===== src/rtl/count_uart_pkg.sv =====
// rtl/count_uart_pkg.sv - shared types and constants for the counter UART transmitter
package count_uart_pkg;

    typedef enum logic [2:0] {
        IDLE,
        START,
        DATA,
        PARITY,
        STOP
    } state_t;

    localparam int DATA_BITS = 8;
    localparam int STOP_BITS = 1;

endpackage


===== src/rtl/uart_baud_gen.sv =====
// rtl/uart_baud_gen.sv - bit-period counter producing end-of-bit and one-before-end strobes
module uart_baud_gen #(
    parameter int CLKS_PER_BIT = 87
) (
    input  logic clk,
    input  logic rst_n,
    input  logic restart,
    output logic tick,
    output logic pre_tick
);

    generate
        if (CLKS_PER_BIT < 2) begin : g_bad_clks
            $error("uart_baud_gen: CLKS_PER_BIT must be at least 2");
        end
    endgenerate

    localparam int CNT_W = $clog2(CLKS_PER_BIT);
    localparam logic [CNT_W-1:0] LAST = CNT_W'(CLKS_PER_BIT - 1);
    localparam logic [CNT_W-1:0] PRE  = CNT_W'(CLKS_PER_BIT - 2);

    logic [CNT_W-1:0] cnt;

    assign tick     = (cnt == LAST);
    assign pre_tick = (cnt == PRE);

    always_ff @(posedge clk or negedge rst_n) begin
        if (!rst_n) begin
            cnt <= '0;
        end else if (restart || tick) begin
            cnt <= '0;
        end else begin
            cnt <= cnt + 1'b1;
        end
    end

endmodule


===== src/rtl/count_uart_tx.sv =====
// rtl/count_uart_tx.sv - UART transmitter for counter values, optional even parity
module count_uart_tx #(
    parameter int CLKS_PER_BIT = 87,
    parameter int PARITY_EN    = 0
) (
    input  logic       clk,
    input  logic       rst_n,
    input  logic [7:0] in_data,
    input  logic       in_valid,
    output logic       in_ready,
    output logic       tx,
    output logic       busy,
    output logic       frame_done
);

    import count_uart_pkg::*;

    state_t     state;
    logic [7:0] shreg;
    logic [2:0] bit_idx;
    logic       parity;
    logic       tick;
    logic       pre_tick;
    logic       accept;
    logic       restart;

    assign accept  = (state == IDLE) && in_valid && in_ready;
    // Every state change restarts the bit period so each state lasts exactly one bit.
    assign restart = accept || ((state != IDLE) && tick);

    uart_baud_gen #(
        .CLKS_PER_BIT(CLKS_PER_BIT)
    ) u_baud (
        .clk      (clk),
        .rst_n    (rst_n),
        .restart  (restart),
        .tick     (tick),
        .pre_tick (pre_tick)
    );

    always_ff @(posedge clk or negedge rst_n) begin
        if (!rst_n) begin
            state      <= IDLE;
            tx         <= 1'b1;
            busy       <= 1'b0;
            frame_done <= 1'b0;
            in_ready   <= 1'b0;
            shreg      <= '0;
            bit_idx    <= '0;
            parity     <= 1'b0;
        end else begin
            frame_done <= 1'b0;
            case (state)
                IDLE: begin
                    in_ready <= 1'b1;
                    if (accept) begin
                        shreg    <= in_data;
                        parity   <= ^in_data;
                        bit_idx  <= '0;
                        tx       <= 1'b0;
                        busy     <= 1'b1;
                        in_ready <= 1'b0;
                        state    <= START;
                    end
                end
                START: begin
                    if (tick) begin
                        tx    <= shreg[0];
                        state <= DATA;
                    end
                end
                DATA: begin
                    if (tick) begin
                        if (bit_idx == 3'(DATA_BITS - 1)) begin
                            if (PARITY_EN != 0) begin
                                tx    <= parity;
                                state <= PARITY;
                            end else begin
                                tx    <= 1'b1;
                                state <= STOP;
                            end
                        end else begin
                            shreg   <= shreg >> 1;
                            tx      <= shreg[1];
                            bit_idx <= bit_idx + 1'b1;
                        end
                    end
                end
                PARITY: begin
                    if (tick) begin
                        tx    <= 1'b1;
                        state <= STOP;
                    end
                end
                STOP: begin
                    // Raised one cycle early so the registered pulse lands on the last stop cycle.
                    if (pre_tick) begin
                        frame_done <= 1'b1;
                    end
                    if (tick) begin
                        busy     <= 1'b0;
                        in_ready <= 1'b1;
                        state    <= IDLE;
                    end
                end
                default: begin
                    tx    <= 1'b1;
                    busy  <= 1'b0;
                    state <= IDLE;
                end
            endcase
        end
    end

endmodule

===== config.mk =====
export PLATFORM = sky130hd
export DESIGN_NAME = count_uart_tx
export DESIGN_NICKNAME = d
export VERILOG_FILES = /design/src/rtl/count_uart_pkg.sv /design/src/rtl/uart_baud_gen.sv /design/src/rtl/count_uart_tx.sv
export SDC_FILE = /design/constraint.sdc
export NUM_CORES = 1
export LEC_CHECK = 0
export ABC_AREA = 1
export BUFFER_PORTS_ARGS = -buffer_cell sky130_fd_sc_hd__buf_2
export CORE_MARGIN = 3
export CORE_UTILIZATION = 40
export CTS_BUF_LIST = sky130_fd_sc_hd__clkbuf_4 sky130_fd_sc_hd__clkbuf_8
export DETAILED_ROUTE_END_ITERATION = 10
export GPL_TIMING_DRIVEN = 0
export PLACE_DENSITY = 0.61
export REMOVE_ABC_BUFFERS = 1
export SYNTH_ARGS = -nofsm -noshare
export SYNTH_HDL_FRONTEND = slang
export SYNTH_SLANG_ARGS = --single-unit
export TNS_END_PERCENT = 30

===== constraint.sdc =====
create_clock -name clk -period 2.3 [get_ports clk]
set_input_delay 0.345 -clock clk [delete_from_list [all_inputs] [get_ports clk]]
set_output_delay 0.345 -clock clk [all_outputs]
set_load 0.02 [all_outputs]

==> results of run 1 <==
## power by group
group	switching [mW]	internal, mW	total (mW)
logic	0.0137	0.00887	0.0226
registers	0	0.440	0.440
clock network	0.130	0.0651	0.195
total	0.144	0.514	0.657
## logic make-up after synthesis
logic type | synth area share
simple gates | 0.3991
flops | 0.4493
buf+inv | 0.06278
compound gates | 0.03767
fa+ha+maj | 0.04484
xor+xnor | 0.006279
## routing by layer
layer  part of all wire  vias to the layer above  track usage
li1                   -                      560            -
met1               0.47                      503       0.1632
met2               0.49                       19       0.2350
met3              0.037                        2      0.04333
met4             0.0078                        0      0.02332
met5                  0                        -            0
## state kept, by name, indices dropped and copies added (netlist names)
register    flops
u_baud.cnt      7
shreg           8
in_ready        1
bit_idx         3
frame_done      1
state           3
tx              1
busy            1
## worst max-delay path: stages, from the launching register on
cell and delay [ns]:
sky130_fd_sc_hd__dfrtp_1 0.47, sky130_fd_sc_hd__nor2_2 0.17, sky130_fd_sc_hd__nand2_2 0.16, sky130_fd_sc_hd__inv_2 0.25
sky130_fd_sc_hd__nand2_1 0.13, sky130_fd_sc_hd__nand2_4 0.15, sky130_fd_sc_hd__nand2_4 0.15, sky130_fd_sc_hd__nand2_1 0.08
sky130_fd_sc_hd__o21ai_0 0.07
## stage by stage
step | cell area, um2 | power, mW
finish | 1509 | 0.6574
global route | 1509 | 0.6945
CTS | 1509 | 0.6718
detailed placement | 1481 | 0.4717
global placement | 1481 | 0.4709
floorplan | 1356 | 0.4537
## path summary, 6_finish.rpt
check / start / to
worst max-delay path: state[2] / bit_idx[0]
worst min-delay path: rst_n / u_baud.cnt[3]
worst max register to register: state[2] / bit_idx[0]
worst min register to register: busy / busy
max in group asynchronous: rst_n / tx
min in group clk: in_data[7] / shreg[7]
## area by class of cell
type	instances	area, um2
Sequential cell	25	626.9
Clock buffer	3	22.52
Tap cell	44	55.05
Inverter	13	48.80
Fill cell	335	1669
Clock inverter	1	5.005
Multi-Input combinational cell	126	680.7
Timing Repair Buffer	14	70.07
## placed cells by master, fill, tap and decap left out, types with 2 or more instances in the layout
cell type                  Yosys  layout
sky130_fd_sc_hd__nand2_1      51      51
sky130_fd_sc_hd__dfrtp_1      24      24
sky130_fd_sc_hd__nand2_2      17      17
sky130_fd_sc_hd__nand3_1      15      15
sky130_fd_sc_hd__buf_2         0      14
sky130_fd_sc_hd__nor2_1       11      11
sky130_fd_sc_hd__inv_1         9       9
sky130_fd_sc_hd__nor3_1        6       6
sky130_fd_sc_hd__ha_1          5       5
sky130_fd_sc_hd__inv_2         4       4
sky130_fd_sc_hd__o21ai_0       3       3
sky130_fd_sc_hd__clkbuf_4      0       3
sky130_fd_sc_hd__nor2_2        2       2
sky130_fd_sc_hd__nand3_2       2       2
sky130_fd_sc_hd__nand2_4       2       2
sky130_fd_sc_hd__o21ai_2       2       2
==> results_dict.tcl, run 1 <==
set metrics [dict create \
    number_of_nets_with_antenna_violations_after_routing 0 \
    core_area_um2 3178 \
    vdd_ir_drop_max_mv 0.4173 \
    grt_setup_unrepaired "false" \
    clk_root_buffer_cell "sky130_fd_sc_hd__clkbuf_4" \
    grt_first_pass_wirelength_mm 4.436 \
    cts-root-to-sink-buffers 2 \
    worst_slew_pin_slew_ns 0.5475 \
    fmaxAchievable_mhz 571.5 \
    min-delay-path-class "in -> async" \
    r2r.worst_path.cells 8 \
    yosys.area.top_type_share 0.4305 \
    post_synth_inst_count 167 \
    worstSetupEndpointType "flip-flop" \
    clk_pin_slew_worst_paths_ns 0.13 \
    cts.hold.buffers_added 0 \
    report.final.setup_viol 0 \
    final.min_clock_period_ns 1.750 \
    place.detailed.hpwl_mm 1.816 \
    grt.total_usage 0.1345 \
    post_cts_setup_buffer_count 0 \
    drt_iter0_markers 36 \
    slew_headroom 0.6350 \
    syn-mean-instance-area_um2 8.354 \
    synth_top_cell_by_area "sky130_fd_sc_hd__dfrtp_1" \
    gr-total-overflow 0 \
    slew_limit_fails 0 \
    tritoncts_clock_tree "yes" \
    gpl.final_weighted_congestion 0.8511 \
    hold_slack_ns -0.008421 \
    syn2layout_area_growth_pct 8.162 \
    regToRegSetupSlack_ns 0.55 \
    syn_area_um2 1395 \
    clkLatencyLatePin_ns 0.32 \
    drt-wirelength-per-cell_um 10.81 \
    placement_rows 20 \
    finish.utilization 0.4748 \
    nature_of_the_critical_path_startpoint "flip-flop" \
    ys_seq_area_frac 0.4493 \
    path_max_fanout 14 \
    hold_viol_final 19 \
    post_synth_main_area_contributors "sky130_fd_sc_hd__dfrtp_1 43%, sky130_fd_sc_hd__nand2_1 14%, sky130_fd_sc_hd__nand2_2 7.6%" \
    primary_flip_flop_cell_chosen_by_synthesis_mapping "sky130_fd_sc_hd__dfrtp_1" \
    skew_final_ns 0.003988 \
    max_cap_violations 0 \
    first_global_vias 1045 \
    synth.lib_cells_used.distinct 28 \
    num_vias 1084 \
    timing_worst_setup_path_type "reg -> reg" \
    die_area_um2 4232 \
    cts_max_level 1 \
    power.static_leakage_nw 0.7947 \
    port_buffers 14 \
    outcome "finished, violations left" \
    initial_core_util 0.4390 \
    cts_inserted_buffers 3 \
    route.final.wire_length_mm 2.444 \
    remaining_drc_errors 0 \
    synth_common_cells "51 x sky130_fd_sc_hd__nand2_1, 24 x sky130_fd_sc_hd__dfrtp_1, 17 x sky130_fd_sc_hd__nand2_2" \
    die_y_um 65.06 \
    chipWidth_um 65.06 \
    drive_above_1_share 0.2747 \
    vias_per_cell 4.796 \
    final_antenna_diode_count 0 \
    drt_first_pass_iters 6 \
    failed_checks "hold timing" \
    fin_cells 226 \
    design.final.nets 199 \
    final_setup_slack_of_the_worst_path_ns 0.5502 \
    async_flop_share 1.000 \
    timing.final.crit_share 0.7608 \
    cp.required_ns 2.51 \
    antenna_found_initial 0 \
    grt_start_max_net_pins 26 \
    synth-seq-cells 25 \
    synth-edff-count 0 \
    tns_ns 0 \
    place_ws_ns 0.5476 \
    yosysWarningCount 0 \
    post_cts_sizing 0 \
    power_density_nw_per_um2 435.7 \
    place_inst 222 \
    crit_arrival_ns 1.96 \
    io_pins 15 \
    clk_sinks 25 \
    post-synth-top-count-cell "sky130_fd_sc_hd__nand2_1" \
]
(Power assumes the default switching activity.)
==> inputs of run 2 (changes only) <==
Clock period 2.3 ns to 1.7 ns, I/O delays scaled along.
==> run 2 against run 1 <==
Net effect: the run now ends clean; clock power up 35%; sequential power increased by 35%; power grew 35%; sequential cell count unchanged; count of clock-buffer cells in the layout unchanged; sequential share of layout area shrank 0.73 points; fmax rose by 13%; final cell count up 0.44%; non-clock buffer count up 1; critical path depth stayed put.
==> results_dict.tcl, run 2 (synthesis results as in run 1) <==
set metrics [dict create \
    outcome "finished, final reports clean" \
    report.final.setup_viol 0 \
    grt.total_usage 0.1345 \
    design.final.nets 200 \
    antenna_found_initial 0 \
    grt_setup_unrepaired "false" \
    max_cap_violations 0 \
    route.final.wire_length_mm 2.445 \
    path_max_fanout 14 \
    fin_cells 227 \
    registers.top_by_ff_count "shreg" \
    tritoncts_clock_tree "yes" \
    place.detailed.hpwl_mm 1.816 \
    post_cts_setup_buffer_count 0 \
    timing_worst_setup_path_type "reg -> reg" \
    final_antenna_diode_count 0 \
    startpoint "state[2]" \
    drt_first_pass_iters 4 \
    cts-root-to-sink-buffers 2 \
    gr-total-overflow 0 \
    remaining_drc_errors 0 \
    slew_limit_fails 0 \
    final.min_clock_period_ns 1.545 \
    initial_core_util 0.4390 \
    drt_iter0_markers 38 \
    vias_per_cell 4.797 \
    filler_cell_count 328 \
    critical_r2r_launch "state[2]" \
    power_density_nw_per_um2 578.5 \
    chipWidth_um 65.06 \
    num_vias 1089 \
    crit_arrival_ns 1.76 \
    grt_start_max_net_pins 26 \
    stdcell_area_um2 1539 \
    clkLatencyLatePin_ns 0.32 \
    fmaxAchievable_mhz 647.5 \
    placed_area_um2 1481 \
    die_area_um2 4232 \
    worst_slew_pin_slew_ns 0.5495 \
    clk_root_buffer_cell "sky130_fd_sc_hd__clkbuf_4" \
    timing.final.crit_share 0.9085 \
    critPathMaxStageDelay_ns 0.47 \
    min-delay-start "in_data[7]" \
    hold_slack_ns 0.1633 \
    number_of_nets_with_antenna_violations_after_routing 0 \
    place_inst 222 \
    worstPathCellList "nor2_2 -> nand2_4 -> inv_6 -> nand2_1 -> nand2_4 -> nand2_8 -> nand2_1 -> o21ai_0" \
    min-delay-path-class "in -> reg" \
    core_area_um2 3178 \
    first_global_vias 1044 \
    drt-wirelength-per-cell_um 10.77 \
    largest_register_ffs 8 \
    vdd_ir_drop_max_mv 0.5641 \
    cp_top_family "simple AND/OR/NAND/NOR gates" \
    cp.buffers_inverters 1 \
    finish.utilization 0.4843 \
    clk_pin_slew_worst_paths_ns 0.13 \
    placement_rows 20 \
    io_pins 15 \
    mostFrequentLayoutCells "51 x sky130_fd_sc_hd__nand2_1, 23 x sky130_fd_sc_hd__dfrtp_1, 16 x sky130_fd_sc_hd__nand2_2" \
    hold_viol_final 0 \
    cts_max_level 1 \
    gpl.final_weighted_congestion 0.8511 \
    cp.required_ns 1.92 \
    power.static_leakage_nw 0.8007 \
    biggestRegsByFlops "shreg: 8 flops, u_baud.cnt: 7 flops" \
    drive_above_1_share 0.2787 \
    timing.critical_path.slowest_stage_cell "sky130_fd_sc_hd__dfrtp_2" \
    cts_inserted_buffers 3 \
    slew_headroom 0.6336 \
    die_y_um 65.06 \
    worstSetupEndpointType "flip-flop" \
    clk_sinks 25 \
    nature_of_the_critical_path_startpoint "flip-flop" \
    tns_ns 0 \
    mostFrequentLayoutCell "sky130_fd_sc_hd__nand2_1" \
    skew_final_ns 0.003501 \
    grt_first_pass_wirelength_mm 4.443 \
    syn2layout_area_growth_pct 10.31 \
    port_buffers 14 \
]
[run 2: tightest hold or removal path, delay by kind of cell]
kind                   cells  cell delay [ns]
AND/OR/NAND/NOR            2             0.12
buffers and inverters      1             0.07
[run 2: final timing paths]
check / endpoint / slack [ns] / cells past startpoint
max in group asynchronous: state[2] / 0.87 / 2
min in group asynchronous: u_baud.cnt[3] / 0.44 / 2
hold reg to reg: busy / 0.49 / 2
hold / removal: shreg[7] / 0.16 / 3
setup reg to reg: bit_idx[0] / 0.16 / 8
setup / recovery: bit_idx[0] / 0.16 / 8
[run 2: final cells by class]
cell class	count	area, um2	share of cell area
clock buffer	3	22.52	0.01463
clock inverter	1	5.005	0.003252
inverter	13	53.80	0.03496
multi-input combinational	126	694.4	0.4512
sequential	25	628.1	0.4081
tap	44	55.05	0.03577
timing repair buffer	15	80.08	0.05203
[run 2: power breakdown]
part	internal, mW	switching, mW
clock	0.0881	0.175
sequential	0.595	0
combinational	0.0135	0.0187
[run 2: per-layer routing]
metal / track usage / share of wire / vias to the layer above
met5: 0 / 0 / -
met4: 0.02332 / 0.0078 / 0
met3: 0.04333 / 0.032 / 2
met2: 0.2350 / 0.49 / 16
met1: 0.1632 / 0.46 / 508
li1: - / - / 563
[run 2: stage by stage]
| step | setup slack (ns) | power (mW) |
|---|---|---|
| 2_1_floorplan | 0.1998 | 0.6139 |
| 3_3_place_gp | -0.03418 | 0.6371 |
| 3_5_place_dp | -0.05242 | 0.6381 |
| 4_1_cts | 0.02174 | 0.9106 |
| 5_1_grt | 0.04024 | 0.9413 |
| 6_report | 0.1555 | 0.8903 |
[run 2: what timing repair did]
action,CTS,global route
hold endpoints to repair,24,0
endpoints found under the setup margin,11,11
resized for setup,1,4
hold buffers,1,0
